`config.mk`:
```
export PLATFORM = sky130hd
export DESIGN_NAME = pipeline_ctrl
export DESIGN_NICKNAME = d
export VERILOG_FILES = /design/src/rtl/pipeline_ctrl_pkg.sv /design/src/rtl/pipeline_ctrl.sv
export SDC_FILE = /design/constraint.sdc
export NUM_CORES = 1
export LEC_CHECK = 0
export CAP_MARGIN = 20
export CELL_PAD_IN_SITES_DETAIL_PLACEMENT = 1
export CELL_PAD_IN_SITES_GLOBAL_PLACEMENT = 1
export CORE_ASPECT_RATIO = 1.1
export CORE_MARGIN = 5
export CORE_UTILIZATION = 37
export DETAILED_ROUTE_END_ITERATION = 8
export GPL_TIMING_DRIVEN = 0
export PLACE_DENSITY_LB_ADDON = 0.1
export REMOVE_ABC_BUFFERS = 1
export SLEW_MARGIN = 20
export SYNTH_ARGS = -nofsm -noshare
export SYNTH_HDL_FRONTEND = slang
export SYNTH_SLANG_ARGS = --single-unit
```
`constraint.sdc`:
```
create_clock -name clk -period 5.1 [get_ports clk]
set_input_delay 1.53 -clock clk [delete_from_list [all_inputs] [get_ports clk]]
set_output_delay 1.53 -clock clk [all_outputs]
set_load 0.01 [all_outputs]
```
`src/rtl/pipeline_ctrl_pkg.sv`:
```
// Shared types and control-bus constants for the pipeline stall/flush scheduler.
// Bit order: stall [0]PC..[3]EX_MEM, flush [0]IF_ID..[3]MEM_WB.
package pipeline_ctrl_pkg;

  localparam int STALL_W      = 4;
  localparam int FLUSH_W      = 4;
  localparam int MC_LEN_W_DEF = 6;

  typedef enum logic [1:0] {
    CTRL_RUN   = 2'd0,
    CTRL_MULTI = 2'd1,
    CTRL_FLUSH = 2'd2
  } ctrl_state_e;

  localparam logic [STALL_W-1:0] STALL_NONE = 4'b0000;
  localparam logic [STALL_W-1:0] STALL_MEM  = 4'b1111;
  localparam logic [STALL_W-1:0] STALL_MC   = 4'b0111;
  localparam logic [STALL_W-1:0] STALL_LU   = 4'b0011;

  localparam logic [FLUSH_W-1:0] FLUSH_NONE = 4'b0000;
  localparam logic [FLUSH_W-1:0] FLUSH_ALL  = 4'b1111;
  localparam logic [FLUSH_W-1:0] FLUSH_WB   = 4'b1000;
  localparam logic [FLUSH_W-1:0] FLUSH_MEM  = 4'b0100;
  localparam logic [FLUSH_W-1:0] FLUSH_EX   = 4'b0010;
  localparam logic [FLUSH_W-1:0] FLUSH_ID   = 4'b0001;

endpackage

```
`src/rtl/pipeline_ctrl.sv`:
```
// Central stall/flush scheduler: merges hazard, multi-cycle EX,
// memory stall and exception requests into per-register hold/bubble controls.
module pipeline_ctrl
  import pipeline_ctrl_pkg::*;
#(
  parameter int MC_LEN_W = MC_LEN_W_DEF
) (
  input  logic                clk,
  input  logic                rst,
  input  logic                id_stallReq,
  input  logic                id_branchTaken,
  input  logic                ex_mcStart,
  input  logic [MC_LEN_W-1:0] ex_mcLen,
  input  logic                mem_stallReq,
  input  logic                mem_excReq,
  output logic [STALL_W-1:0]  stall,
  output logic [FLUSH_W-1:0]  flush,
  output logic                pc_redirect,
  output logic                ex_mcDone,
  output logic                ex_mcAbort
);

  ctrl_state_e         state_q, state_d;
  logic [MC_LEN_W-1:0] cnt_q, cnt_d;
  logic                done_q, done_d;
  logic                abort_q, abort_d;

  logic mc_go;
  logic mc_busy;

  assign mc_go   = ex_mcStart && (ex_mcLen != '0);
  assign mc_busy = (state_q == CTRL_MULTI) ||
                   ((state_q == CTRL_RUN) && mc_go);

  // Same-cycle response; the priority chain keeps flush and stall disjoint.
  always_comb begin
    stall       = STALL_NONE;
    flush       = FLUSH_NONE;
    pc_redirect = 1'b0;
    if (!rst) begin
      stall       = STALL_NONE;
    end else if (mem_excReq) begin
      flush       = FLUSH_ALL;
      pc_redirect = 1'b1;
    end else if (mem_stallReq) begin
      stall = STALL_MEM;
      flush = FLUSH_WB;
    end else if (state_q == CTRL_FLUSH) begin
      flush = FLUSH_ID;
    end else if (mc_busy) begin
      stall = STALL_MC;
      flush = FLUSH_MEM;
    end else if (id_stallReq) begin
      stall = STALL_LU;
      flush = FLUSH_EX;
    end else if (id_branchTaken) begin
      flush = FLUSH_ID;
    end
  end

  always_comb begin
    state_d = state_q;
    cnt_d   = cnt_q;
    done_d  = 1'b0;
    abort_d = 1'b0;
    if (mem_excReq) begin
      state_d = CTRL_FLUSH;
      cnt_d   = '0;
      abort_d = (state_q == CTRL_MULTI);
    end else if (!mem_stallReq) begin
      unique case (state_q)
        CTRL_FLUSH: state_d = CTRL_RUN;
        CTRL_MULTI: begin
          if (cnt_q <= MC_LEN_W'(1)) begin
            cnt_d   = '0;
            state_d = CTRL_RUN;
            done_d  = 1'b1;
          end else begin
            cnt_d = cnt_q - MC_LEN_W'(1);
          end
        end
        CTRL_RUN: begin
          if (mc_go) begin
            if (ex_mcLen == MC_LEN_W'(1)) begin
              done_d = 1'b1;
            end else begin
              cnt_d   = ex_mcLen - MC_LEN_W'(1);
              state_d = CTRL_MULTI;
            end
          end
        end
        default: state_d = CTRL_RUN;
      endcase
    end
  end

  always_ff @(posedge clk or negedge rst) begin
    if (!rst) begin
      state_q <= CTRL_RUN;
      cnt_q   <= '0;
      done_q  <= 1'b0;
      abort_q <= 1'b0;
    end else begin
      state_q <= state_d;
      cnt_q   <= cnt_d;
      done_q  <= done_d;
      abort_q <= abort_d;
    end
  end

  assign ex_mcDone  = done_q;
  assign ex_mcAbort = abort_q;

endmodule

```
==> results of run 1 <==
==> logic make-up (layout without fill, tap and decap cells) <==
group / after synthesis / in the layout / synth area share (%)
AND/OR/NAND/NOR: 43 / 43 / 24.0
XOR/XNOR: 2 / 2 / 1.90
AO/OA/AOI/OAI: 35 / 35 / 30.3
adder cells (fa/ha/maj): 6 / 6 / 7.88
buffers and inverters: 17 / 37 / 7.61
flip-flops: 10 / 10 / 27.2
multiplexers: 1 / 1 / 1.09
==> registers in the layout, summed over array words and instances, names as in the netlist <==
signal	cells
cnt_q	6
ex_mcAbort	1
ex_mcDone	1
state_q	2
==> stage by stage <==
stage                     setup TNS (ns)  worst slack, ns
final                                  0            0.110
after global routing                   0           0.0376
after CTS                              0          0.00598
after detailed placement         -0.0700          -0.0700
after global placement           -0.0825          -0.0768
after floorplan                        0             1.01
==> critical path: cells and delay by family <==
family	cells	cell delay (ns)
and+or+nand+nor	2	0.46
buffers and inverters	2	1.05
AOI/OAI and AO/OA	2	0.43
==> timing repair <==
item                       4_1_cts  5_1_grt
resized for setup                2        1
setup endpoints to repair        2        1
pin swaps                        1        0
==> cell type report <==
| type | instances | area [um^2] | share of cell area, % |
|---|---|---|---|
| Multi-Input combinational cell | 87 | 607 | 50.5 |
| Sequential cell | 10 | 250 | 20.8 |
| Timing Repair Buffer | 23 | 231 | 19.3 |
| Tap cell | 31 | 38.8 | 3.23 |
| Inverter | 10 | 37.5 | 3.13 |
| Clock buffer | 4 | 36.3 | 3.02 |
==> power breakdown <==
part           switching (mW)  leakage [nW]  internal, mW
clock network          0.0271        0.0210        0.0434
logic                  0.0439         0.351        0.0378
registers             0.00513         0.135        0.0825
==> layer usage <==
layer,track usage (%),up-vias
met5,0,-
met3,4.55,2
li1,-,464
met4,4.35,0
met2,27.0,21
met1,19.5,464
==> worst max path at each step <==
stage,to,cells past startpoint
floorplan,flush[1],4
global placement,flush[1],6
detailed placement,flush[1],6
CTS,flush[1],6
global route,flush[0],7
finish,flush[0],6
==> Yosys cell counts (all sizes together), types with 3 or more instances <==
cell	instances
a31o	4
dfrtp	10
nor2	15
o21a	3
clkbuf	4
nand2	6
inv	10
nand4	3
buf	3
or3	4
a21oi	4
o21ai	3
a211oi	4
o31ai	3
ha	5
==> results.json, run 1 <==
{
  "hold_path.class": "reg -> reg",
  "synth_area_leaders": "dfrtp_1 (27%), ha_1 (6.8%), nor2_1 (6.1%), a211oi_2 (4.1%), inv_1 (4.1%)",
  "antennaDiodeCount": 0,
  "synth_top_area_share_pct": 27.2,
  "tightest_slew_ns": 0.557,
  "start_kind": "input pin",
  "min_period_ns": 4.99,
  "initial_core_util_pct": 37.6,
  "final_nets": 153,
  "cpMostUsedCell": "clkdlybuf4s50_1",
  "hpwl_mm": 2.18,
  "rr_startpoint": "state_q[0]",
  "worstSetupPathType": "in -> out",
  "dr.pass1.iters": 4,
  "postCtsSetupBuffers": 0,
  "synth_area_um2": 921,
  "synth_edf_count": 0,
  "ir_worst_vdd_uv": 213,
  "arrival_ns": 3.46,
  "die_h_um": 62.3,
  "fp-row-count": 19,
  "cp_slowest_cell": "clkdlybuf4s50_1",
  "layout_common_cells": "clkdlybuf4s50_1 (21), nor2_1 (15), inv_1 (10), dfrtp_1 (10), nand2_1 (6)",
  "track_usage_pct": 16.0,
  "hold_path_depth": 2,
  "fin_crit_sh_pct": 97.8,
  "final_cells": 165,
  "hold_violations": 0,
  "worstRegToRegCells": 4,
  "hold_path.startpoint": "cnt_q[5]",
  "clk_latency_ns": 0.26,
  "regToRegSetupSlack_ns": 3.19,
  "antenna_found_initial": 0,
  "clock_sinks": 10,
  "finalSetupViolations": 0,
  "area_growth_pct": 30.4,
  "io_pins": 24,
  "cp-startpoint": "ex_mcLen[3]",
  "p_total_mw": 0.240,
  "min_to": "cnt_q[4]",
  "h-tree-depth": 1,
  "path_max_fanout": 5,
  "rsz0062_at_grt": "false",
  "outcome": "finished clean",
  "dp_cells": 161,
  "die_w_um": 57.6,
  "core_area_um2": 2450,
  "finish.utilization_pct": 49.1,
  "fmax_mhz": 200,
  "drt-total-wl_mm": 2.65,
  "ys.flop_type": "dfrtp_1",
  "drive_gt1_share_pct": 11.2,
  "grt_pass1_wl_mm": 4.57,
  "cts_buffers": 3,
  "async_flop_share_pct": 100,
  "dieArea_um2": 3590,
  "slowest_delay_ns": 0.56,
  "path_clk_slew_ns": 0.06,
  "ys_seq_area_share_pct": 27.2,
  "drc_errors": 0,
  "leakagePower_nw": 0.506,
  "worst_hold_slack_ns": 0.556,
  "cp-end-kind": "output port",
  "cts.path.max_buffers": 2,
  "cap_violations": 0,
  "route.met3.wl_um": 96,
  "required_ns": 3.57,
  "grt_max_degree": 15,
  "avgSynthCellArea_um2": 8.08,
  "gp_congestion": 0.846,
  "ant_nets": 0,
  "global_route.overflow_total": 0,
  "cts_root_buffer": "clkbuf_4",
  "synth_cells": 114,
  "cp_cell_sequence": "clkdlybuf4s50_1 -> nor4_2 -> nand2_1 -> a31o_2 -> o21ai_0 -> clkdlybuf4s50_1",
  "ys.warnings.count": 0,
  "place_area_um2": 1160,
  "power_density_nw_per_um2": 200,
  "dr_wl_met2_mm": 1.39,
  "port_buffers": 23,
  "ys_ff_latch": 10,
  "highest_layer": "met4",
  "grt_pass1_vias": 1019,
  "rr_endpoint": "cnt_q[5]",
  "final_common_cell": "clkdlybuf4s50_1",
  "dr.first_iter.drc_count": 29,
  "vias_per_cell": 5.76,
  "wl_met1_mm": 1.15,
  "drv_slew": 0,
  "fill_cells": 300,
  "vias": 951,
  "wl_per_cell_um": 16.1,
  "synth.distinct_cells": 43,
  "fin_area_um2": 1200,
  "max_slew_margin_pct": 62.9,
  "hold_buffers": 0,
  "post-synth-top-area-cell": "dfrtp_1",
  "fin_worst_skew_ns": 0.00160,
  "cts_tree": "done"
}
Note: power is estimated with default switching activity, not from simulation.
==> inputs of run 2 (changes only) <==
- CTS_CLUSTER_DIAMETER: default -> 40
- REMOVE_ABC_BUFFERS: 1 -> default
==> run 2 against run 1 <==
Worst hold slack gained 0.016 ns. Wire length grew 7.8%. Non-clock buffer count grew 7. Global-route usage grew 1.4 points. Sequential share of layout area shrank 0.43 points. Combinational power grew 6.1%. Clock power shrank 20%. Critical path depth grew 1. Clock skew shrank 0.0012 ns. Register-to-register slack lost 0.10 ns. Design area grew 2.1%.
==> results.json, run 2 (synthesis results as in run 1) <==
{
  "path_clk_slew_ns": 0.06,
  "fin_area_um2": 1230,
  "power_density_nw_per_um2": 186,
  "path_max_fanout": 5,
  "drive_gt1_share_pct": 14.3,
  "hold_violations": 0,
  "gp_congestion": 0.914,
  "grt_max_degree": 15,
  "hold_path.class": "reg -> reg",
  "crit_buf_inv": 3,
  "fmax_mhz": 201,
  "grt_pass1_vias": 1079,
  "drc_errors": 0,
  "fp-row-count": 19,
  "finalSetupViolations": 0,
  "cap_violations": 0,
  "cp-end-kind": "output port",
  "arrival_ns": 3.45,
  "io_pins": 24,
  "critPathTopFamily": "buffers and inverters",
  "largest_reg_flops": 6,
  "rsz0062_at_grt": "false",
  "required_ns": 3.57,
  "clk_latency_ns": 0.27,
  "port_buffers": 22,
  "die_w_um": 57.6,
  "initial_core_util_pct": 37.6,
  "cts.path.max_buffers": 2,
  "hpwl_mm": 2.29,
  "track_usage_pct": 17.4,
  "final_common_cell": "clkdlybuf4s50_1",
  "leakagePower_nw": 0.531,
  "global_route.overflow_total": 0,
  "dieArea_um2": 3590,
  "max_slew_margin_pct": 60.6,
  "antennaDiodeCount": 0,
  "slowest_delay_ns": 0.49,
  "min_period_ns": 4.98,
  "drv_slew": 0,
  "layout_common_cells": "clkdlybuf4s50_1 (18), nor2_1 (15), dfrtp_1 (10), inv_1 (9), nand2_1 (6)",
  "vias_per_cell": 5.85,
  "cts_root_buffer": "clkbuf_4",
  "cp_slowest_cell": "clkdlybuf4s50_1",
  "die_h_um": 62.3,
  "ant_nets": 0,
  "fin_crit_sh_pct": 97.7,
  "seqCellArea_um2": 250,
  "regMostFlops": "cnt_q",
  "cts_buffers": 3,
  "place_area_um2": 1180,
  "cts_tree": "done",
  "h-tree-depth": 1,
  "fill_cells": 312,
  "synth_nets": 132,
  "antenna_found_initial": 0,
  "cp_cell_sequence": "clkdlybuf4s50_1 -> nor4_2 -> nand2_1 -> a31o_2 -> o21a_1 -> buf_4 -> clkdlybuf4s50_1",
  "clock_sinks": 10,
  "fin_worst_skew_ns": 0.000362,
  "finish.utilization_pct": 50.1,
  "vias": 1000,
  "wl_per_cell_um": 16.7,
  "drt-total-wl_mm": 2.86,
  "core_area_um2": 2450,
  "final_nets": 160,
  "start_kind": "input pin",
  "area_growth_pct": 33.2,
  "grt_pass1_wl_mm": 4.91,
  "dr.pass1.iters": 4,
  "reg.largest.list": "cnt_q: 6 flops, state_q: 2 flops",
  "ir_worst_vdd_uv": 144,
  "dr.first_iter.drc_count": 20,
  "worstSetupPathType": "in -> out",
  "multi_input_area_um2": 609,
  "cpMostUsedCell": "clkdlybuf4s50_1",
  "hold_buffers": 0,
  "tightest_slew_ns": 0.591,
  "outcome": "finished clean"
}
run 2: cell types whose count changed in the layout (fill, tap and decap cells not counted):
cell	change
buf_2	+2
dlygate4sd2_1	-1
ha_2	+1
clkdlybuf4s50_1	-3
inv_2	+1
inv_1	-1
clkdlybuf4s15_1	+1
dlymetal6s2s_1	+2
ha_1	-1
buf_4	+2
clkbuf_8	-1
clkbuf_1	+4
run 2: layout make-up:
type | instances | share of cell area, %
clock buffers | 3 | 1.84
plain buffers | 7 | 2.65
multi-input cells | 87 | 49.7
well taps | 31 | 3.16
flip-flops and latches | 10 | 20.4
repair buffers | 23 | 19.2
inverters | 10 | 3.06
run 2: power by group:
part | internal [mW] | leakage (nW) | switching [mW]
Combinational | 0.0388 | 0.383 | 0.0479
Clock | 0.0274 | 0.0138 | 0.0287
Sequential | 0.0825 | 0.135 | 0.00300
run 2: metal layers:
metal | up-vias | global-route usage, % | wire, um
met2 | 26 | 30.2 | 1550
met3 | 8 | 6.63 | 154
met5 | - | 0 | 0
met1 | 492 | 18.9 | 1100
met4 | 0 | 5.80 | 56
li1 | 474 | - | -
run 2: metrics by stage:
step                      TNS, ns  worst slack, ns  power [mW]  instances  hold slack (ns)
final                           0            0.119       0.228        171            0.572
after global routing            0          0.00345       0.245        171            0.625
after CTS                       0           0.0212       0.230        170            0.573
after detailed placement   -0.308           -0.165       0.174        167            0.556
after global placement     -0.158           -0.107       0.171        167            0.532
after floorplan                 0             1.01       0.137        114            0.505
run 2: path summary, 6_finish.rpt:
| path | from | to | slack, ns | cells past startpoint |
|---|---|---|---|---|
| worst max-delay path | ex_mcLen[4] | stall[1] | 0.12 | 7 |
| worst min-delay path | cnt_q[5] | cnt_q[4] | 0.57 | 2 |
| worst min register to register | cnt_q[5] | cnt_q[4] | 0.57 | 2 |
| min in group asynchronous | rst | cnt_q[0] | 1.33 | 1 |
| worst max register to register | state_q[1] | cnt_q[5] | 3.09 | 7 |
| max in group asynchronous | rst | ex_mcAbort | 3.38 | 1 |
run 2: repair_timing:
item	4_1_cts	5_1_grt
gates resized for setup	2	6
hold endpoints to repair	0	0
setup endpoints to repair	3	3
setup buffers	0	1
pin swaps	1	1
run 2: worst register-to-register path, stage by stage, from the launching register on:
cell and delay [ns]:
dfrtp_1 0.36, buf_2 0.17, or2_2 0.30, clkbuf_1 0.19
or3_1 0.37, buf_2 0.16, and2_4 0.17, a31o_1 0.20
==> inputs of run 3 (changes only) <==
- CORE_UTILIZATION: 37 -> 48
- DONT_BUFFER_PORTS: default -> 1
==> run 3 against run 2 <==
Cell count shrank 20%. Total power shrank 2.2%. Non-clock buffer count shrank 23. Worst hold slack gained 0.043 ns. Sequential power is essentially flat. Clock-buffer cell count grew 1. Critical path type unchanged. Highest routed layer unchanged. Clock power grew 32%. Combinational power shrank 26%. Global-route usage grew 2.2 points. Design area shrank 20%. First-iteration DRC count grew 5.0%. Critical endpoint is now flush[1].
==> results.json, run 3 (synthesis results as in run 1) <==
{
  "leakagePower_nw": 0.420,
  "track_usage_pct": 19.5,
  "dr.pass1.iters": 4,
  "seqCellArea_um2": 250,
  "final_common_cell": "nor2_1",
  "cp_slowest_cell": "o311ai_1",
  "finish.utilization_pct": 54.4,
  "hold_violations": 0,
  "reg.largest.list": "cnt_q: 6 flops, state_q: 2 flops",
  "largest_reg_flops": 6,
  "drive_gt1_share_pct": 14.4,
  "fmax_mhz": 233,
  "grt_max_degree": 15,
  "antenna_found_initial": 0,
  "outcome": "finished clean",
  "fin_setup_tns_ns": 0,
  "synth_nets": 132,
  "path_clk_slew_ns": 0.07,
  "fill_cells": 232,
  "cp-end-kind": "output port",
  "layout_common_cells": "nor2_1 (15), inv_1 (10), dfrtp_1 (10), nand2_1 (6), ha_1 (5)",
  "tightest_slew_ns": 0.573,
  "drt-total-wl_mm": 2.57,
  "cap_violations": 0,
  "cts_tree": "done",
  "ir_worst_vdd_uv": 182,
  "min_period_ns": 4.29,
  "die_h_um": 55.9,
  "vias": 909,
  "hold_path.startpoint": "cnt_q[2]",
  "cp_cell_sequence": "nor4_1 -> nand2_1 -> a21o_1 -> o311ai_1",
  "die_w_um": 51.8,
  "cts_buffers": 3,
  "fp-row-count": 16,
  "initial_core_util_pct": 51.1,
  "h-tree-depth": 1,
  "grt_pass1_vias": 1005,
  "fin_crit_sh_pct": 84.1,
  "hold_path.class": "reg -> reg",
  "global_route.overflow_total": 0,
  "hpwl_mm": 2.04,
  "clk_latency_ns": 0.27,
  "dieArea_um2": 2900,
  "start_kind": "input pin",
  "slowest_delay_ns": 0.44,
  "antennaDiodeCount": 0,
  "wl_per_cell_um": 18.9,
  "cp-startpoint": "ex_mcLen[2]",
  "rsz0062_at_grt": "false",
  "clock_sinks": 10,
  "max_slew_margin_pct": 61.8,
  "grt_pass1_wl_mm": 4.40,
  "port_buffers": 0,
  "cts_resized": 0,
  "power_density_nw_per_um2": 228,
  "dr.first_iter.drc_count": 21,
  "ant_nets": 0,
  "worstSetupPathType": "in -> out",
  "hold_buffers": 0,
  "regMostFlops": "cnt_q",
  "path_max_fanout": 6,
  "cts.path.max_buffers": 2,
  "required_ns": 3.57,
  "core_area_um2": 1800,
  "final_nets": 137,
  "io_pins": 24,
  "cts_root_buffer": "clkbuf_4",
  "drv_slew": 0,
  "arrival_ns": 2.76,
  "multi_input_area_um2": 601,
  "postCtsSetupBuffers": 0,
  "drc_errors": 0,
  "finalSetupViolations": 0,
  "area_growth_pct": 6.39,
  "fin_worst_skew_ns": 0.00229,
  "gp_congestion": 0.918,
  "rr_startpoint": "state_q[1]",
  "vias_per_cell": 6.68
}
run 3: cell type report:
cell class | count | share of cell area [%]
Multi-Input combinational cell | 87 | 61.3
Sequential cell | 10 | 25.5
Inverter | 10 | 3.83
Clock buffer | 4 | 3.70
Tap cell | 18 | 2.30
Buffer | 7 | 3.32
run 3: layer usage:
metal / global-route usage, % / vias up / routed length (um)
met5: 0 / - / 0
met4: 5.99 / 0 / 26
met3: 5.09 / 4 / 127
met2: 35.5 / 27 / 1360
met1: 21.5 / 451 / 1050
li1: - / 427 / -
run 3: power by group:
group	switching [mW]	total, mW	internal, mW
combinational	0.0394	0.0638	0.0244
sequential	0.00313	0.0856	0.0825
clock	0.0305	0.0739	0.0434
total	0.0730	0.223	0.150
run 3: worst paths after layout:
kind                            end  slack, ns  depth (start not counted)
hold reg to reg            cnt_q[2]       0.61                          1
min in group asynchronous  cnt_q[2]       0.95                          0
setup / recovery           flush[1]       0.81                          4
setup reg to reg           cnt_q[5]       3.05                          7
max in group asynchronous  cnt_q[0]       4.08                          0
hold / removal             cnt_q[2]       0.61                          1
run 3: stage by stage:
| step | hold WS (ns) | worst slack [ns] | std cells | total power, mW | cell area [um^2] |
|---|---|---|---|---|---|
| 2_1_floorplan | 0.505 | 1.01 | 114 | 0.137 | 921 |
| 3_3_place_gp | 0.539 | 0.822 | 132 | 0.148 | 943 |
| 3_5_place_dp | 0.596 | 0.824 | 132 | 0.150 | 943 |
| 4_1_cts | 0.610 | 0.816 | 136 | 0.224 | 980 |
| 5_1_grt | 0.634 | 0.715 | 136 | 0.236 | 980 |
| 6_report | 0.615 | 0.812 | 136 | 0.223 | 980 |
run 3: worst max-delay path: cells and delay by family:
| kind | cells | cell delay [ns] |
|---|---|---|
| and+or+nand+nor | 2 | 0.56 |
| AOI/OAI and AO/OA | 2 | 0.67 |
